[src/rtl/adder_pkg.sv]
`default_nettype none
// ============================================================================
// Module      : adder_pkg
// Description : Shared helpers for the pipelined add/subtract unit.
// Revision    : 1.0 - initial release
// ============================================================================
package adder_pkg;

    localparam int c_MIN_STAGES = 1;

    // Signed overflow: operands agree in sign but the result does not.
    function automatic logic ovf_calc(
        input logic a_msb,
        input logic b_msb,
        input logic s_msb
    );
        return (a_msb == b_msb) && (s_msb != a_msb);
    endfunction

    function automatic bit cfg_ok(
        input int width,
        input int stages
    );
        return (stages >= c_MIN_STAGES) && (stages <= width) && ((width % stages) == 0);
    endfunction

endpackage
`default_nettype wire

[src/rtl/adder_chunk.sv]
`default_nettype none
// ============================================================================
// Module      : adder_chunk
// Description : CW-bit combinational ripple adder slice (a + b + ci).
// Revision    : 1.0 - initial release
// ============================================================================
module adder_chunk
    import adder_pkg::*;
#(
    parameter int CW = 4
) (
    input  logic [CW-1:0] a,
    input  logic [CW-1:0] b,
    input  logic          ci,
    output logic [CW-1:0] s,
    output logic          co
);

    logic [CW:0] w_ext;

    assign w_ext   = {1'b0, a} + {1'b0, b} + {{CW{1'b0}}, ci};
    assign {co, s} = w_ext;

endmodule
`default_nettype wire

[src/rtl/adder_pipe.sv]
`default_nettype none
// ============================================================================
// Module      : adder_pipe
// Description : STAGES-deep pipelined add/subtract with valid/ready flow
//               control, carry/borrow in/out and signed overflow.
// Revision    : 1.0 - initial release
// ============================================================================
module adder_pipe
    import adder_pkg::*;
#(
    parameter int WIDTH  = 8,
    parameter int STAGES = 2
) (
    input  logic             clk,
    input  logic             rst_n,
    input  logic             in_valid,
    output logic             in_ready,
    input  logic [WIDTH-1:0] a,
    input  logic [WIDTH-1:0] b,
    input  logic             cin,
    input  logic             sub,
    output logic             out_valid,
    input  logic             out_ready,
    output logic [WIDTH-1:0] sum,
    output logic             cout,
    output logic             ovf
);

    localparam int CW = WIDTH / STAGES;

    if (!cfg_ok(WIDTH, STAGES)) begin : g_cfg_check
        $error("adder_pipe: WIDTH must be a multiple of STAGES and 1 <= STAGES <= WIDTH");
    end

    logic             w_adv;
    logic [WIDTH-1:0] w_bp;
    logic             w_c0;

    // The whole pipe moves together; it only freezes when a result is stuck.
    assign w_adv    = !out_valid || out_ready;
    assign in_ready = w_adv;

    assign w_bp = sub ? ~b : b;
    assign w_c0 = cin ^ sub;

    // Stage k consumes the low chunk of the still-unused operand bits, so the
    // operand registers shrink and the partial-sum registers grow per stage.
    for (genvar k = 0; k < STAGES; k++) begin : g_stage
        localparam int REM = WIDTH - k * CW;

        logic [REM-1:0]        w_a_in;
        logic [REM-1:0]        w_bp_in;
        logic                  w_c_in;
        logic                  w_v_in;
        logic [CW-1:0]         w_chunk_s;
        logic                  w_chunk_co;
        logic [(k+1)*CW-1:0]   w_s_next;

        if (k == 0) begin : g_head
            assign w_a_in   = a;
            assign w_bp_in  = w_bp;
            assign w_c_in   = w_c0;
            assign w_v_in   = in_valid;
            assign w_s_next = w_chunk_s;
        end else begin : g_body
            assign w_a_in   = g_stage[k-1].g_mid.r_a;
            assign w_bp_in  = g_stage[k-1].g_mid.r_bp;
            assign w_c_in   = g_stage[k-1].g_mid.r_c;
            assign w_v_in   = g_stage[k-1].g_mid.r_v;
            assign w_s_next = {w_chunk_s, g_stage[k-1].g_mid.r_s};
        end

        adder_chunk #(
            .CW (CW)
        ) u_chunk (
            .a  (w_a_in[CW-1:0]),
            .b  (w_bp_in[CW-1:0]),
            .ci (w_c_in),
            .s  (w_chunk_s),
            .co (w_chunk_co)
        );

        if (k < STAGES - 1) begin : g_mid
            logic [REM-CW-1:0]     r_a;
            logic [REM-CW-1:0]     r_bp;
            logic [(k+1)*CW-1:0]   r_s;
            logic                  r_c;
            logic                  r_v;

            always_ff @(posedge clk or negedge rst_n) begin
                if (!rst_n) begin
                    r_a  <= '0;
                    r_bp <= '0;
                    r_s  <= '0;
                    r_c  <= 1'b0;
                    r_v  <= 1'b0;
                end else if (w_adv) begin
                    r_a  <= w_a_in[REM-1:CW];
                    r_bp <= w_bp_in[REM-1:CW];
                    r_s  <= w_s_next;
                    r_c  <= w_chunk_co;
                    r_v  <= w_v_in;
                end
            end
        end else begin : g_last
            logic [WIDTH-1:0] r_sum;
            logic             r_cout;
            logic             r_ovf;
            logic             r_v;

            // The top operand bits reach this stage untouched, so the sign
            // test for overflow is done here on the final sum.
            always_ff @(posedge clk or negedge rst_n) begin
                if (!rst_n) begin
                    r_sum  <= '0;
                    r_cout <= 1'b0;
                    r_ovf  <= 1'b0;
                    r_v    <= 1'b0;
                end else if (w_adv) begin
                    r_sum  <= w_s_next;
                    r_cout <= w_chunk_co;
                    r_ovf  <= ovf_calc(w_a_in[REM-1], w_bp_in[REM-1], w_s_next[WIDTH-1]);
                    r_v    <= w_v_in;
                end
            end
        end
    end

    assign out_valid = g_stage[STAGES-1].g_last.r_v;
    assign sum       = g_stage[STAGES-1].g_last.r_sum;
    assign cout      = g_stage[STAGES-1].g_last.r_cout;
    assign ovf       = g_stage[STAGES-1].g_last.r_ovf;

endmodule
`default_nettype wire

[config.mk]
export PLATFORM = sky130hd
export DESIGN_NAME = adder_pipe
export DESIGN_NICKNAME = d
export VERILOG_FILES = /design/src/rtl/adder_pkg.sv /design/src/rtl/adder_chunk.sv /design/src/rtl/adder_pipe.sv
export SDC_FILE = /design/constraint.sdc
export NUM_CORES = 1
export LEC_CHECK = 0
export CORE_ASPECT_RATIO = 1.25
export CORE_UTILIZATION = 50
export DETAILED_ROUTE_END_ITERATION = 16
export PLACE_DENSITY = 0.82
export SETUP_SLACK_MARGIN = 0.2
export SLEW_MARGIN = 15
export SYNTH_ARGS = -nofsm -noshare
export SYNTH_HDL_FRONTEND = slang
export SYNTH_SLANG_ARGS = --single-unit
[constraint.sdc]
create_clock -name clk -period 2.76 [get_ports clk]
set_input_delay 0.828 -clock clk [delete_from_list [all_inputs] [get_ports clk]]
set_output_delay 0.828 -clock clk [all_outputs]
set_load 0.01 [all_outputs]
* Word-level counts from Yosys, hierarchy flattened
Index checks and enable logic that the tools add are counted.
** Operators by class
- Mux-type cells :: 1
- Reductions and logical operators :: 3
- Add/sub/neg operators :: 4
- Bitwise gates (word level) :: 2
- Eq/ne operators :: 2
** Operator list (number)
- $add A4 B4 Y5 :: 2
- $add A5 B1 Y5 :: 2
- $mux W8 :: 1
- $not A8 Y8 :: 1
- $eq A1 B1 Y1 :: 1
- $logic_and A1 B1 Y1 :: 1
- $logic_not A1 Y1 :: 1
- $logic_or A1 B1 Y1 :: 1
- $ne A1 B1 Y1 :: 1
- $xor A1 B1 Y1 :: 1
** Word-level totals
- Input bits :: 22
- Output and inout bits :: 12
- Flip-flop bits (word level) :: 25

* Longest topological paths before layout
- Depth after elaboration :: 4
- Depth in mapped cells :: 7

* Hierarchy
A second synthesis with hierarchy kept.
** Second synthesis, totals
- Cells, all modules :: 99
- Area, all modules :: 1407.6 um2
** By module, submodules not included
- adder_pipe :: cells each 67, area each 1119.8 um2, instances 1
- adder_chunk :: cells each 16, area each 143.9 um2, instances 2

* Least setup slack after synthesis
No wires, ideal clock.
- Kind :: input to register
- From :: in sub
- To :: reg g_stage[0].g_mid.r_c
- Cell stages on the path :: 7
- Path slack :: 242 ps
- Setup time :: 128 ps
- Path buffers :: 1
- Arrival :: 2390 ps
- Data required time :: 2632 ps
- Path through :: buf_2 > xor2_1 > fa_1 > fa_1 > a21o_1 > a21oi_1 > a21oi_1
** On the way
- Cells in the longest elaborated chain, start to end :: 3
- Elaborated cells on any way between the ends :: 4
- Those cells by class :: add/sub: 2; mux: 1; bitwise: 1
** RTL lines
- from (decl) :: line adder_pipe.sv:21 : input logic sub,
- $mux W8 :: line adder_pipe.sv:43 : assign w_bp = sub ? ~b : b;
- $add A4 B4 Y5 :: line adder_chunk.sv:21 : assign w_ext = {1'b0, a} + {1'b0, b} + {{CW{1'b0}}, ci};
- $add A5 B1 Y5 * :: line adder_chunk.sv:21
- to (signal assigned) :: line adder_pipe.sv:101 : r_c <= w_chunk_co;
- to (decl) :: line adder_pipe.sv:87 : logic r_c;
Mark *: on every way between the ends. The rest lies on a longest branch, timed or not.
A chain may end at the register's enable or synchronous reset.

* Worst setup path after layout
- From :: in b[0]
- To :: reg g_stage[0].g_mid.r_c
** On the way
- Cells in the longest elaborated chain, start to end :: 4
** RTL lines
- from (decl) :: line adder_pipe.sv:19 : input logic [WIDTH-1:0] b,
- $not A8 Y8 :: line adder_pipe.sv:43
- $mux W8 * :: line adder_pipe.sv:43
- $add A4 B4 Y5 * :: line adder_chunk.sv:21
- $add A5 B1 Y5 * :: line adder_chunk.sv:21
Marks and branches as above.

==> results.toml <==
[status]
outcome = "finished clean"

[place]
placed_cell_area_um2 = 1700
dp_worst_setup_slack_ps = -186
port-buffer-count = 33
globalplace.congestion = 0.776
post-dp-hpwl_um = 1970

[worst_hold_path]
hold_path.class = "reg2reg"

[synthesis]
synth.most_common_cell = "nand2_1"
distinct_cell_type_count_of_the_synthesized_netlist = 27
avgSynthCellArea_um2 = 9.61
ys_dominant_reg_cell = "dfrtp_1"
synth_edf_count = 0
syn_nets = 168
synth_top_cell_area_share_pct = 47.8
synth_area_leader = "dfrtp_1"
synthesis.instances = 136
synth.yosys.seq_area_share_pct = 47.8
synth_seq_cells = 25
synth.cells.most_frequent = "42 x nand2_1, 25 x dfrtp_1, 9 x o21ai_0"
synth_warnings = 0
ys_top_cells_by_area = "dfrtp_1 48%, nand2_1 12%, fa_1 6.1%"
mappedNetlistArea_um2 = 1310
synth_async_sr_flop_share_pct = 100

[finish]
fillers = 207
multi_input_area_um2 = 621
area_delta_synth_final_pct = 32.9
final_nets = 209
antenna_cells = 0
post_route_cells_drive_above_1_share_pct = 7.95
layout.area.seq_um2 = 626
layout.cell_area.non_filler_um2 = 1740

[floorplanning]
floorplan.die.width_um = 47.7
dieArea_um2 = 2830
initial_utilization_pct = 53.3
fp.coreArea_um2 = 2450
floorplan.rows = 20
die_height_um = 59.2
io_pins = 34

[worst_setup_path]
cp_cell_sequence = "clkdlybuf4s50_1 -> xor2_1 -> fa_1 -> fa_1 -> a21o_1 -> a21oi_1 -> a21oi_1"
slowest_delay_ps = 450
worst_ep_required_time_ps = 2960
worstSetupStartpointType = "input port"
endpoint_arrival_time_on_the_critical_path_ps = 2720
crit_path_top_delay_cell = "fa_1"
crit_family = "adder cells"
timing.critical_path.fanout_max = 2
timing_worst_setup_path_type = "in2reg"
worstPathBufferInverterCount = 1
crit_end_element = "flop"

[sta]
layout_worst_path_cycle_share_pct = 91.3
fin_ws_ps = 239
clock-skew-final_ps = 6.94
slew_violations = 0
fmax_ghz = 0.397
setup_viol = 0
report.final.hold_viol_count = 0
timing.max_slew.rel_slack_pct = 78.9
period_minus_slack_ps = 2520
tightestPinTransition_ps = 317
unrepaired_setup_endpoints_after_global_routing = "false"

[clocking]
htree_num_levels = 1
ctsHoldBuffers = 0
cts_buffers = 3
clock_latency_at_the_later_pin_of_the_worst_skew_pair_ps = 310
clock_sink_count = 25
clkSlewWorstSetupHoldPaths_ps = 120
cts_tree = "built"
clock_tree.buffer_depth = 2
cts_root_buffer = "clkbuf_4"

[route]
initialDrtViolationCount = 7
via_count = 1018
drcViolationCount = 0
drt_pre_antenna_iters = 4
detail_route.wirelength_um = 2520
drt-vias-per-instance = 4.87
antenna_left = 0
post_drt_wl_per_cell_um = 12.1

[global_routing]
grt_use_total_pct = 21.3
grt_use_met2_pct = 38.0
grt_pass1_vias = 1047
grt.met1_usage_pct = 25.9
grt_max_degree = 27
number_of_antenna_violations_at_the_first_check_in_global_routing = 0
use_met3_pct = 1.83
grt.busiest_layer = "met2"
global_route.overflow_total = 0
first_pass_grt_wire_length_um = 4290

[power]
power.density_cell_area_nw_per_um2 = 643
leakagePower_uw = 0.000829
peakVddDrop_mv = 0.337

[job]
maxCapViolations = 0
-- layout make-up --
cell class	count	area share, %
tap	33	2.38
sequential	25	36.0
multi-input combinational	98	35.7
timing repair buffer	42	22.9
inverter	7	1.51
clock buffer	4	1.51
-- registers in the layout, indices dropped and copies added, names as in the netlist --
name                cells
sum                     8
g_stage.g_mid.r_a       4
g_stage.g_mid.r_bp      4
g_stage.g_mid.r_s       4
cout                    1
g_stage.g_mid.r_c       1
g_stage.g_mid.r_v       1
out_valid               1
ovf                     1
-- logic make-up after synthesis --
logic type / Yosys count / share of synthesized area [%]
and+or+nand+nor: 53 / 17.0
DFF: 25 / 47.8
AOI/OAI and AO/OA: 24 / 11.1
buffers and inverters: 13 / 4.69
xor gates and xnor gates: 10 / 6.70
adders and majority gates: 10 / 11.9
muxes: 1 / 0.766
-- worst min-delay path: stages (launching register included) --
cell and delay [ps]:
dfrtp_1 360, nand2_1 50, nand2_1 50
-- per-layer routing --
layer	vias to the layer above	part of all wire, %
li1	522	-
met1	475	42
met2	19	55
met3	2	1.9
met4	0	0.91
met5	-	0
-- cells in the final DEF, fill, tap and decap left out --
| cell | netlist | layout |
|---|---|---|
| nand3_1 | 2 | 2 |
| buf_4 | 0 | 9 |
| o21ai_0 | 9 | 9 |
| clkbuf_1 | 1 | 1 |
| nand2_1 | 42 | 42 |
| xnor2_1 | 4 | 4 |
| xor2_1 | 6 | 6 |
| a21boi_0 | 2 | 2 |
| a21o_1 | 2 | 2 |
| dlygate4sd2_1 | 0 | 2 |
| a211oi_1 | 2 | 2 |
| or4_1 | 1 | 1 |
| nor2b_1 | 2 | 2 |
| clkbuf_4 | 0 | 3 |
| ha_1 | 6 | 6 |
| nor2b_4 | 1 | 1 |
| dfrtp_1 | 25 | 25 |
| clkinv_1 | 1 | 1 |
| o2111ai_1 | 1 | 1 |
| o41ai_1 | 1 | 1 |
| nor2_1 | 4 | 4 |
| nand2b_1 | 1 | 1 |
| a21oi_1 | 6 | 6 |
| fa_1 | 4 | 4 |
| mux2i_1 | 1 | 1 |
| o31ai_1 | 1 | 1 |
| inv_1 | 5 | 5 |
| inv_2 | 1 | 1 |
| clkdlybuf4s50_1 | 0 | 30 |
| dlymetal6s2s_1 | 0 | 1 |
-- path summary, 6_finish.rpt --
| path | from | to | slack [ps] | cells past startpoint |
|---|---|---|---|---|
| worst max-delay path | b[0] | g_stage[0].g_mid.r_c$_DFFE_PN0P_ | 240 | 7 |
| worst min-delay path | sum[2]$_DFFE_PN0P_ | sum[2]$_DFFE_PN0P_ | 480 | 2 |
| worst max register to register | g_stage[0].g_mid.r_a[0]$_DFFE_PN0P_ | sum[5]$_DFFE_PN0P_ | 1160 | 4 |
| worst min register to register | sum[2]$_DFFE_PN0P_ | sum[2]$_DFFE_PN0P_ | 480 | 2 |
| max in group asynchronous | rst_n | sum[0]$_DFFE_PN0P_ | 1650 | 2 |
| min in group asynchronous | rst_n | sum[7]$_DFFE_PN0P_ | 860 | 2 |
-- what timing repair did --
| item | in CTS | in global routing |
|---|---|---|
| hold endpoints to repair | 0 | 0 |
| buffers inserted | 0 | 1 |
| pin swaps | 0 | 0 |
| setup endpoints to repair | 2 | 1 |
| gates resized for setup | 2 | 1 |
-- power by group --
group	leakage [µW]	switching, µW	internal, µW
clock network	0.0000150	102	56.3
logic	0.000514	203	241
registers	0.000299	52.8	462
total	0.000829	357	760
-- stage by stage --
step                hold WS, ps  util [%]  total power (µW)  instances  TNS, ps
floorplan                   430         -               751        136        0
global placement            442      69.5               951        204     -174
detailed placement          455      69.5               973        204     -351
CTS                         485      70.5              1130        208        0
global route                505      70.9              1210        209        0
finish                      480      70.9              1120        209        0
No activity file was read; power rests on OpenSTA's default activity.
